`config.mk`:
```
export PLATFORM = sky130hd
export DESIGN_NAME = core_dmem_wb_bridge
export DESIGN_NICKNAME = d
export VERILOG_FILES = /design/src/rtl/core_dmem_wb_bridge.sv
export SDC_FILE = /design/constraint.sdc
export NUM_CORES = 1
export LEC_CHECK = 0
export BUFFER_PORTS_ARGS = -buffer_cell sky130_fd_sc_hd__clkbuf_2
export CORE_MARGIN = 3
export CORE_UTILIZATION = 45
export CTS_CLUSTER_DIAMETER = 200
export CTS_CLUSTER_SIZE = 20
export DETAILED_ROUTE_END_ITERATION = 8
export PLACE_DENSITY = 0.73
export SKIP_CTS_REPAIR_TIMING = 1
export SYNTH_ARGS = -nofsm -noshare
export SYNTH_HDL_FRONTEND = slang
export SYNTH_SLANG_ARGS = --single-unit
```
`constraint.sdc`:
```
create_clock -name clk_i -period 2.8 [get_ports clk_i]
set_clock_uncertainty 0.05 [all_clocks]
set_input_delay 0.56 -clock clk_i [delete_from_list [all_inputs] [get_ports clk_i]]
set_output_delay 0.56 -clock clk_i [all_outputs]
set_load 0.1 [all_outputs]
```
`src/rtl/core_dmem_wb_bridge.sv`:
```
// core_dmem_wb_bridge
//   Data-side bridge between the rv32i MEM stage and a Wishbone B4 classic bus.
//   Each load or store request becomes one Wishbone cycle. The pipeline stays
//   stalled until the cycle ends. Completion is a one-cycle mem_ack_mem pulse
//   with lane-aligned, sign- or zero-extended load data.
//
// Ports
//   clk_i, reset_i            clock, synchronous active-high reset
//   mem_addr_mem[31:0]        byte address from the core
//   mem_wdata_mem[31:0]       store data, LSB-justified
//   mem_op_mem[2:0]           funct3 size/sign (B, H, W, BU, HU)
//   mem_read_mem/write_mem    request strobes (never both set)
//   mem_rdata_mem[31:0]       extended load data, held between completions
//   mem_ack_mem               completion pulse (DONE state)
//   stall_pipl                pipeline freeze
//   misaligned_o, bus_err_o   completion status, valid with mem_ack_mem only
//   wb_*                      Wishbone B4 classic master signals
module core_dmem_wb_bridge #(
  parameter int TIMEOUT_CYCLES = 255
) (
  input  logic        clk_i,
  input  logic        reset_i,
  input  logic [31:0] mem_addr_mem,
  input  logic [31:0] mem_wdata_mem,
  input  logic [2:0]  mem_op_mem,
  input  logic        mem_read_mem,
  input  logic        mem_write_mem,
  output logic [31:0] mem_rdata_mem,
  output logic        mem_ack_mem,
  output logic        stall_pipl,
  output logic        misaligned_o,
  output logic        bus_err_o,
  output logic        wb_cyc_o,
  output logic        wb_stb_o,
  output logic        wb_we_o,
  output logic [31:0] wb_adr_o,
  output logic [31:0] wb_dat_o,
  output logic [3:0]  wb_sel_o,
  input  logic [31:0] wb_dat_i,
  input  logic        wb_ack_i,
  input  logic        wb_err_i
);

  typedef enum logic [1:0] {IDLE, BUS, DONE} state_t;

  localparam logic [16:0] TO_LIM = 17'(TIMEOUT_CYCLES);

  state_t      state_q, state_d;
  logic        req;
  logic        misal;
  logic        timeout;
  logic        cyc_q;
  logic        we_q;
  logic [31:0] adr_q;
  logic [31:0] dat_q;
  logic [3:0]  sel_q;
  logic [15:0] cnt_q;
  logic [2:0]  op_q;
  logic [1:0]  off_q;
  logic [31:0] rdata_q;
  logic        mis_q;
  logic        err_q;

  // Halfwords need bit 0 clear, words (and unknown ops) need both low bits clear.
  function automatic logic is_misaligned(input logic [2:0] op, input logic [1:0] off);
    case (op)
      3'b000, 3'b100: return 1'b0;
      3'b001, 3'b101: return off[0];
      default:        return off != 2'b00;
    endcase
  endfunction

  function automatic logic [3:0] lane_sel(input logic [2:0] op, input logic [1:0] off);
    case (op)
      3'b000, 3'b100: return 4'b0001 << off;
      3'b001, 3'b101: return 4'b0011 << off;
      default:        return 4'b1111;
    endcase
  endfunction

  // Replicating the store data puts it on every lane the sel could pick.
  function automatic logic [31:0] lane_data(input logic [2:0] op, input logic [31:0] wd);
    case (op)
      3'b000, 3'b100: return {4{wd[7:0]}};
      3'b001, 3'b101: return {2{wd[15:0]}};
      default:        return wd;
    endcase
  endfunction

  function automatic logic [31:0] load_extend(input logic [31:0] d, input logic [2:0] op,
                                              input logic [1:0] off);
    logic        [31:0] sh;
    logic signed [7:0]  b;
    logic signed [15:0] h;
    logic signed [31:0] r;
    sh = d >> {off, 3'b000};
    b  = sh[7:0];
    h  = sh[15:0];
    case (op)
      3'b000:  r = b;
      3'b001:  r = h;
      3'b100:  r = {24'd0, sh[7:0]};
      3'b101:  r = {16'd0, sh[15:0]};
      default: r = d;
    endcase
    return r;
  endfunction

  assign req     = mem_read_mem | mem_write_mem;
  assign misal   = is_misaligned(mem_op_mem, mem_addr_mem[1:0]);
  // The counter value is one behind the number of BUS cycles spent so far.
  assign timeout = ({1'b0, cnt_q} + 17'd1) >= TO_LIM;

  always_ff @(posedge clk_i) begin
    if (reset_i) begin
      state_q <= IDLE;
    end else begin
      state_q <= state_d;
    end
  end

  always_comb begin
    state_d    = state_q;
    stall_pipl = 1'b0;
    case (state_q)
      IDLE: begin
        if (req) begin
          stall_pipl = 1'b1;
          state_d    = misal ? DONE : BUS;
        end
      end
      BUS: begin
        stall_pipl = 1'b1;
        if (wb_err_i || timeout || wb_ack_i) begin
          state_d = DONE;
        end
      end
      DONE: state_d = IDLE;
      default: state_d = IDLE;
    endcase
  end

  always_ff @(posedge clk_i) begin
    if (reset_i) begin
      cyc_q   <= 1'b0;
      we_q    <= 1'b0;
      adr_q   <= '0;
      dat_q   <= '0;
      sel_q   <= '0;
      cnt_q   <= '0;
      op_q    <= '0;
      off_q   <= '0;
      rdata_q <= '0;
      mis_q   <= 1'b0;
      err_q   <= 1'b0;
    end else begin
      case (state_q)
        IDLE: begin
          if (req) begin
            op_q  <= mem_op_mem;
            off_q <= mem_addr_mem[1:0];
            mis_q <= misal;
            err_q <= 1'b0;
            cnt_q <= '0;
            if (misal) begin
              rdata_q <= '0;
            end else begin
              cyc_q <= 1'b1;
              we_q  <= mem_write_mem;
              adr_q <= {mem_addr_mem[31:2], 2'b00};
              sel_q <= lane_sel(mem_op_mem, mem_addr_mem[1:0]);
              dat_q <= lane_data(mem_op_mem, mem_wdata_mem);
            end
          end
        end
        BUS: begin
          cnt_q <= cnt_q + 16'd1;
          // Error (including timeout) takes priority over a simultaneous ack.
          if (wb_err_i || timeout) begin
            cyc_q   <= 1'b0;
            err_q   <= 1'b1;
            rdata_q <= '0;
          end else if (wb_ack_i) begin
            cyc_q   <= 1'b0;
            rdata_q <= we_q ? 32'd0 : load_extend(wb_dat_i, op_q, off_q);
          end
        end
        default: ;
      endcase
    end
  end

  assign wb_cyc_o      = cyc_q;
  assign wb_stb_o      = cyc_q;
  assign wb_we_o       = we_q;
  assign wb_adr_o      = adr_q;
  assign wb_dat_o      = dat_q;
  assign wb_sel_o      = sel_q;
  assign mem_rdata_mem = rdata_q;
  assign mem_ack_mem   = (state_q == DONE);
  assign misaligned_o  = (state_q == DONE) && mis_q;
  assign bus_err_o     = (state_q == DONE) && err_q;

endmodule
```
==> results of run 1 <==
-- layer usage --
metal  track usage [%]  share of wire (%)  vias up
li1                  -                  -     3155
met1              29.9                 43     2745
met2              35.0                 45      261
met3              8.45                9.5       29
met4              9.17                2.1        0
met5                 0                  0        -
-- metrics by stage --
stage / area, sq um / util (%) / total power, mW
floorplan: 6270 / - / 3.23
global placement: 7520 / 55.9 / 3.59
detailed placement: 7520 / 55.9 / 3.60
CTS: 8110 / 60.3 / 5.82
global route: 8110 / 60.3 / 6.01
finish: 8110 / 60.3 / 5.78
-- cells by family after synthesis --
logic type / after synthesis / synth area share (%)
adders and majority gates: 4 / 0.719
AOI/OAI and AO/OA: 163 / 16.4
and+or+nand+nor: 373 / 27.2
DFF: 125 / 39.9
other: 1 / 0.0598
muxes: 59 / 9.44
xor gates and xnor gates: 7 / 0.978
buffers and inverters: 78 / 5.25
-- area by class of cell --
cell class / count / area [sq um] / area share, %
multi-input combinational: 608 / 3460 / 42.6
sequential: 125 / 2500 / 30.9
timing repair buffer: 232 / 1300 / 16.0
clock buffer: 23 / 478 / 5.89
tap: 176 / 220 / 2.72
clock inverter: 7 / 113 / 1.39
inverter: 11 / 41.3 / 0.509
-- cells in the mapped netlist (3+ instances only) --
cell | n | share of area, %
and2_1 | 7 | 0.70
or3_1 | 4 | 0.40
o2bb2ai_1 | 8 | 1.1
or4_1 | 3 | 0.36
a221oi_1 | 7 | 0.98
nand2b_1 | 36 | 3.6
xor2_1 | 5 | 0.70
buf_1 | 3 | 0.18
nand4_1 | 5 | 0.50
nand3_1 | 36 | 2.9
o21ai_0 | 28 | 2.2
buf_4 | 3 | 0.36
dfxtp_1 | 125 | 40
nand2_1 | 175 | 10
a311oi_1 | 10 | 1.4
a211oi_1 | 8 | 0.96
a22oi_1 | 9 | 1.1
clkbuf_1 | 56 | 3.4
nor2_1 | 72 | 4.3
a31oi_1 | 4 | 0.40
nor3_1 | 13 | 1.0
buf_6 | 3 | 0.54
mux2i_1 | 58 | 9.3
a21oi_1 | 75 | 6.0
inv_1 | 10 | 0.60
nor4_1 | 4 | 0.40
nor2b_1 | 7 | 0.70
-- worst max-delay path by stage --
stage | endpoint | cells after the start
detailed placement | mem_rdata_mem[11] | 8
global route | mem_rdata_mem[11] | 7
CTS | mem_rdata_mem[11] | 7
global placement | mem_rdata_mem[15] | 8
finish | mem_rdata_mem[11] | 7
floorplan | bus_err_o | 2
-- worst max-delay path, stage by stage, from the launching register on --
cell and delay [ns]:
dfxtp_1 0.48, nand4_2 0.26, nor4_1 0.40, xor2_1 0.39, nor2_1 0.20, a31oi_4 0.19, buf_12 0.26, mux2i_1 0.25
-- registers in the layout (all words and copies together) (netlist names) --
register,count
mem_rdata_mem,32
wb_sel_o,4
state_q,2
off_q,2
wb_cyc_o,1
op_q,3
cnt_q,16
err_q,1
wb_dat_o,32
mis_q,1
wb_adr_o,30
wb_we_o,1
-- power groups by stage --
stage                     registers, mW  logic, mW  clock network, mW
after global placement             1.99       1.60                  0
after global routing               1.97       1.71               2.34
after floorplan                    2.63      0.604                  0
after detailed placement           1.99       1.61                  0
after CTS                          1.95       1.61               2.26
final                              1.95       1.61               2.22
==> metrics.cfg, run 1 <==
[setup_path]
crit_path_start_kind=register
path_class=reg -> reg
critPathArrivalTime_ns=2.88
startpoint=cnt_q[3]
r2r_slack_ns=0.21
crit_fanout=33
r2r_end=mem_rdata_mem[11]
crit_required_ns=3.08
cp-end-kind=register
rr_startpoint=cnt_q[3]
rr_worst_depth=7

[floorplanning]
die_w_microns=124
num_io_pins=212
die_h_microns=124
die_area_sq_um=15400
fp.coreArea_sq_um=13500
rows=42
start_util_pct=46.6

[cells_and_area]
fillCellCount=1256
mostFrequentLayoutCells=clkbuf_2, nand2_1, dfxtp_1, a21oi_1, nor2_1
nets=1102
final_common_cell=clkbuf_2
syn2layout_area_growth_pct=29.4
fin_cells=1182
drive_above_1_share_pct=26.9
antennaDiodeCount=0

[sta]
max_freq_ghz=0.386
fin_tns_setup_ns=0
setup_viol=0
fin_crit_sh_pct=92.6
hold_ws_ns=0.313
hold_viol=0
min_period_ns=2.59
grt_setup_unrepaired=no
worstMarginPinSlew_ns=0.808
final-max-slew-violation-count=0
fin_ws_ns=0.207
slew_headroom_pct=46.0

[pwr]
power_frac_seq_pct=33.8
ir_worst_vdd_uv=577
p_clk_share_pct=38.4
p_sw_mw=2.06
p_int_mw=3.72
power_density_nw_per_um2=713
comb_power_share_pct=27.8
leakage_nw=3.55
p_sw_share_pct=35.6

[synthesis]
synth_flop_cell=dfxtp_1
ys_seq_area_share_pct=39.9
synth-edff-count=0
synth_cells=810
yosysUniqueCellTypes=54
synth_area_sq_um=6270
async_flop_share_pct=0
yosys_warnings=0
ys_ff_latch=125
synth_area_per_cell_sq_um=7.74

[worst_hold_path]
worst_hold_path.endpoint=wb_adr_o[31]
holdPathStages=3
worstHoldPathType=in -> reg
min-delay-start=mem_addr_mem[31]

[placed_design]
place_congestion=0.829
io_buffers=209
place_ws_ns=0.258
dp.cells=1152
dpl.hpwl_microns=12600

[route]
viasPerCell=5.24
wirelength_microns=17900
wl_per_cell_microns=15.1
num_vias=6190
drc=0
drt_pre_antenna_iters=5
drt_iter0_markers=405
ant_nets=0

[grt]
grt_max_degree=127
track_usage_pct=23.1
overflow=0
first_global_vias=5639
grt_pass1_wl_microns=28000
antenna_found_initial=0

[cts]
clock_path_buffers=2
htreeDepth=4
cts_tree=yes
clk_pin_slew_ns=0.05
cts_num_sinks=125
clock_latency_ns=0.42
cts_inserted_buffers=17
root_buffer=clkbuf_16

[run]
drv_cap=0

[outcome]
outcome=completed

No activity file was read; power rests on OpenSTA's default activity.
==> run 2: changes to the inputs <==
- CORE_UTILIZATION: 45 -> 40
- CTS_BUF_LIST: unset -> sky130_fd_sc_hd__clkbuf_8 sky130_fd_sc_hd__clkbuf_16
- PLACE_DENSITY: 0.73 -> 0.66
==> metrics.cfg, run 2 (synthesis results as in run 1) <==
[outcome]
outcome=completed

[setup_path]
crit_fanout=33
path_class=reg -> reg
critPathArrivalTime_ns=2.84
crit_required_ns=3.09
cp-end-kind=register
crit_path_start_kind=register
r2r_slack_ns=0.24

[route]
wl_per_cell_microns=14.8
wirelength_microns=18100
drt_pre_antenna_iters=5
ant_nets=0
drc=0
num_vias=6176
viasPerCell=5.07
drt_iter0_markers=392

[floorplanning]
die_area_sq_um=17200
rows=45
start_util_pct=41.1
num_io_pins=212
die_h_microns=131
fp.coreArea_sq_um=15300
die_w_microns=131

[sta]
grt_setup_unrepaired=no
min_period_ns=2.56
fin_crit_sh_pct=91.3
final-max-slew-violation-count=0
slew_headroom_pct=32.0
hold_viol=0
fin_tns_setup_ns=0
worstMarginPinSlew_ns=1.02
setup_viol=0
max_freq_ghz=0.391

[grt]
grt.busiest_layer=met2
track_usage_pct=20.5
antenna_found_initial=0
first_global_vias=5885
gr-usage-met2_pct=32.1
grtUsageMet1_pct=26.3
met3_usage_pct=8.04
grt_pass1_wl_microns=29300
overflow=0
grt_max_degree=127

[cts]
cts_inserted_buffers=17
clock_latency_ns=0.41
cts_num_sinks=125
clock_path_buffers=2
clk_pin_slew_ns=0.06
root_buffer=clkbuf_16
cts_tree=yes
htreeDepth=4

[pwr]
comb_power_share_pct=27.8
power_frac_seq_pct=34.3
p_sw_share_pct=37.1
p_clk_share_pct=37.8
ir_worst_vdd_uv=764
p_int_mw=3.60
p_sw_mw=2.12
leakage_nw=3.53
p_total_mw=5.72
power_density_nw_per_um2=702

[cells_and_area]
final_common_cell=clkbuf_2
antennaDiodeCount=0
nets=1100
mostFrequentLayoutCells=clkbuf_2, nand2_1, dfxtp_1, a21oi_1, nor2_1
drive_above_1_share_pct=27.2
utilization_pct=53.4
syn2layout_area_growth_pct=29.9

[run]
drv_cap=0

[placed_design]
dpl.hpwl_microns=12700
io_buffers=209
place_congestion=0.847

[worst_hold_path]
worstHoldPathType=in -> reg

## run 2: final timing paths
path,from,to,cells after the start
max,cnt_q[0],mem_rdata_mem[7],8
min,mem_addr_mem[25],wb_adr_o[25],3
max reg2reg,cnt_q[0],mem_rdata_mem[7],8
min reg2reg,wb_adr_o[27],wb_adr_o[27],2
## run 2: critical path, stage by stage (launching register included)
cell,delay (ns)
dfxtp_1,0.41
ha_1,0.32
nand3_4,0.15
or4_1,0.51
nand4_1,0.21
nor3_1,0.12
a31oi_4,0.22
buf_12,0.25
mux2i_1,0.21
## run 2: through the flow
| stage | cell area [sq um] | setup WS (ns) | hold WS, ns | std cells |
|---|---|---|---|---|
| after floorplan | 6270 | 0.118 | 0.382 | 811 |
| after global placement | 7560 | 0.340 | 0.392 | 1185 |
| after detailed placement | 7560 | 0.266 | 0.397 | 1185 |
| after CTS | 8140 | 0.246 | 0.292 | 1217 |
| after global routing | 8140 | 0.0389 | 0.298 | 1217 |
| final | 8140 | 0.245 | 0.316 | 1217 |
## run 2: cell type report
class / instances / area, sq um
Clock inverter: 14 / 145
Timing Repair Buffer: 230 / 1300
Fill cell: 1506 / 7110
Sequential cell: 125 / 2500
Clock buffer: 18 / 439
Inverter: 11 / 41.3
Multi-Input combinational cell: 608 / 3460
Tap cell: 211 / 264
## run 2: power by group through the flow
| stage | Sequential (mW) | Combinational, mW | Clock [mW] |
|---|---|---|---|
| floorplan | 2.63 | 0.604 | 0 |
| global placement | 2.00 | 1.59 | 0 |
| detailed placement | 2.00 | 1.60 | 0 |
| CTS | 1.96 | 1.60 | 2.22 |
| global route | 1.98 | 1.70 | 2.28 |
| finish | 1.96 | 1.59 | 2.16 |
## run 2: layer usage
metal | up-vias | wire, microns
li1 | 3153 | -
met3 | 17 | 1570
met5 | - | 0
met4 | 0 | 205
met2 | 216 | 8310
met1 | 2790 | 7990
==> run 3: changes to the inputs <==
- GPL_TIMING_DRIVEN: unset -> 0
- REMOVE_ABC_BUFFERS: unset -> 1
==> metrics.cfg, run 3 (synthesis results as in run 1) <==
[outcome]
outcome=completed

[setup_path]
cp-end-kind=primary output
crit_chain=nor2_1 > o21a_2 > nor2_4 > clkinvlp_4 > clkbuf_4
crit_required_ns=2.19
slowest_delay_ns=0.42
r2r_slack_ns=0.21
critPathArrivalTime_ns=1.99
r2r_end=mem_rdata_mem[15]
crit_fanout=11
critPathTopFamily=buffers and inverters
rr_startpoint=cnt_q[1]
rr_worst_depth=9
crit_buf_inv=2
path_class=reg -> out
startpoint=state_q[1]
crit_end=stall_pipl
crit_path_start_kind=register
critPathSlowestCell=dfxtp_1
cp.depth=5

[cells_and_area]
multi_input_area_sq_um=3490
antennaDiodeCount=0
fin_cells=1218
final-seq-area_sq_um=2510
drive_above_1_share_pct=28.3
nets=1103
final_common_cell=clkbuf_2
design_area_sq_um=8180
syn2layout_area_growth_pct=30.5
mostFrequentLayoutCells=clkbuf_2, nand2_1, dfxtp_1, a21oi_1, nor2_1
fillCellCount=1522

[route]
num_vias=6226
viasPerCell=5.11
wirelength_microns=18000
drc=0
drt_iter0_markers=426
met3_length_microns=818
drt_pre_antenna_iters=7
wl_met1_microns=8410
wl_met2_microns=8530
ant_nets=0
highest_layer=met4
wl_per_cell_microns=14.8

[sta]
setup_viol=0
min_period_ns=2.60
fin_tns_setup_ns=0
max_freq_ghz=0.385
hold_viol=0
fin_crit_sh_pct=92.9
final-max-slew-violation-count=0
worstMarginPinSlew_ns=0.823
grt_setup_unrepaired=no
slew_headroom_pct=45.1

[pwr]
power_density_nw_per_um2=693
leakage_nw=3.54
ir_worst_vdd_uv=433
p_total_mw=5.67

[cts]
clock_latency_ns=0.40
root_buffer=clkbuf_16
cts_tree=yes
clock_path_buffers=2
cts_num_sinks=125
cts_inserted_buffers=17
htreeDepth=4
clk_pin_slew_ns=0.06

[run]
drv_cap=0

[grt]
grt_max_degree=85
first_global_vias=5513
grt_pass1_wl_microns=28600
antenna_found_initial=0
overflow=0
track_usage_pct=19.9

[floorplanning]
rows=45
die_w_microns=131
die_area_sq_um=17200
fp.coreArea_sq_um=15300
start_util_pct=41.1
die_h_microns=131
num_io_pins=212

[placed_design]
io_buffers=209
dp.cells=1169
dpl.hpwl_microns=11900
place_congestion=0.809
post_dp_cell_area_sq_um=7400

[worst_hold_path]
worstHoldPathType=in -> reg

run 3: cell types whose count changed in the layout (fill, tap and decap cells not counted), moves of 3 or more:
cell / before / now
buf_12: 7 / 2
clkbuf_4: 0 / 3
dfxtp_2: 0 / 3
dfxtp_1: 125 / 122
run 3: tightest hold or removal path: stages:
cell and delay [ns]:
clkbuf_2 0.08, nand2_1 0.04, a21oi_1 0.05
run 3: routing by layer:
layer  global-route usage, %  up-vias
met4                    6.53        0
met3                    5.36       15
li1                        -     3157
met2                    31.2      154
met1                    26.9     2900
met5                       0        -
run 3: metrics by stage:
stage | worst slack (ns) | hold slack, ns | utilization, %
after floorplan | -0.505 | 0.376 | -
after global placement | -2.69 | 0.390 | 47.8
after detailed placement | -1.18 | 0.395 | 48.5
after CTS | -0.735 | 0.297 | 52.2
after global routing | 0.0267 | 0.304 | 53.6
final | 0.200 | 0.318 | 53.6
run 3: cell type report:
cell class              instances  area share, %
inverters                      11          0.551
repair buffers                232           16.0
multi-input cells             609           42.7
clock buffers                  18           5.37
clock inverters                12           1.51
well taps                     211           3.23
flip-flops and latches        125           30.6
run 3: how the worst min path moves through the flow:
stage / to / start / slack (ns) / cells past startpoint
floorplan: cnt_q[15] / cnt_q[15] / 0.38 / 2
global placement: cnt_q[15] / cnt_q[15] / 0.39 / 2
detailed placement: wb_adr_o[22] / wb_adr_o[22] / 0.40 / 2
CTS: wb_adr_o[12] / mem_addr_mem[12] / 0.30 / 3
global route: wb_adr_o[23] / mem_addr_mem[23] / 0.30 / 3
finish: wb_adr_o[13] / mem_addr_mem[13] / 0.32 / 3
run 3: power breakdown:
| group | internal [mW] | switching (mW) | leakage (nW) |
|---|---|---|---|
| clock | 1.31 | 0.791 | 0.269 |
| sequential | 1.89 | 0.0925 | 1.02 |
| combinational | 0.384 | 1.20 | 2.25 |
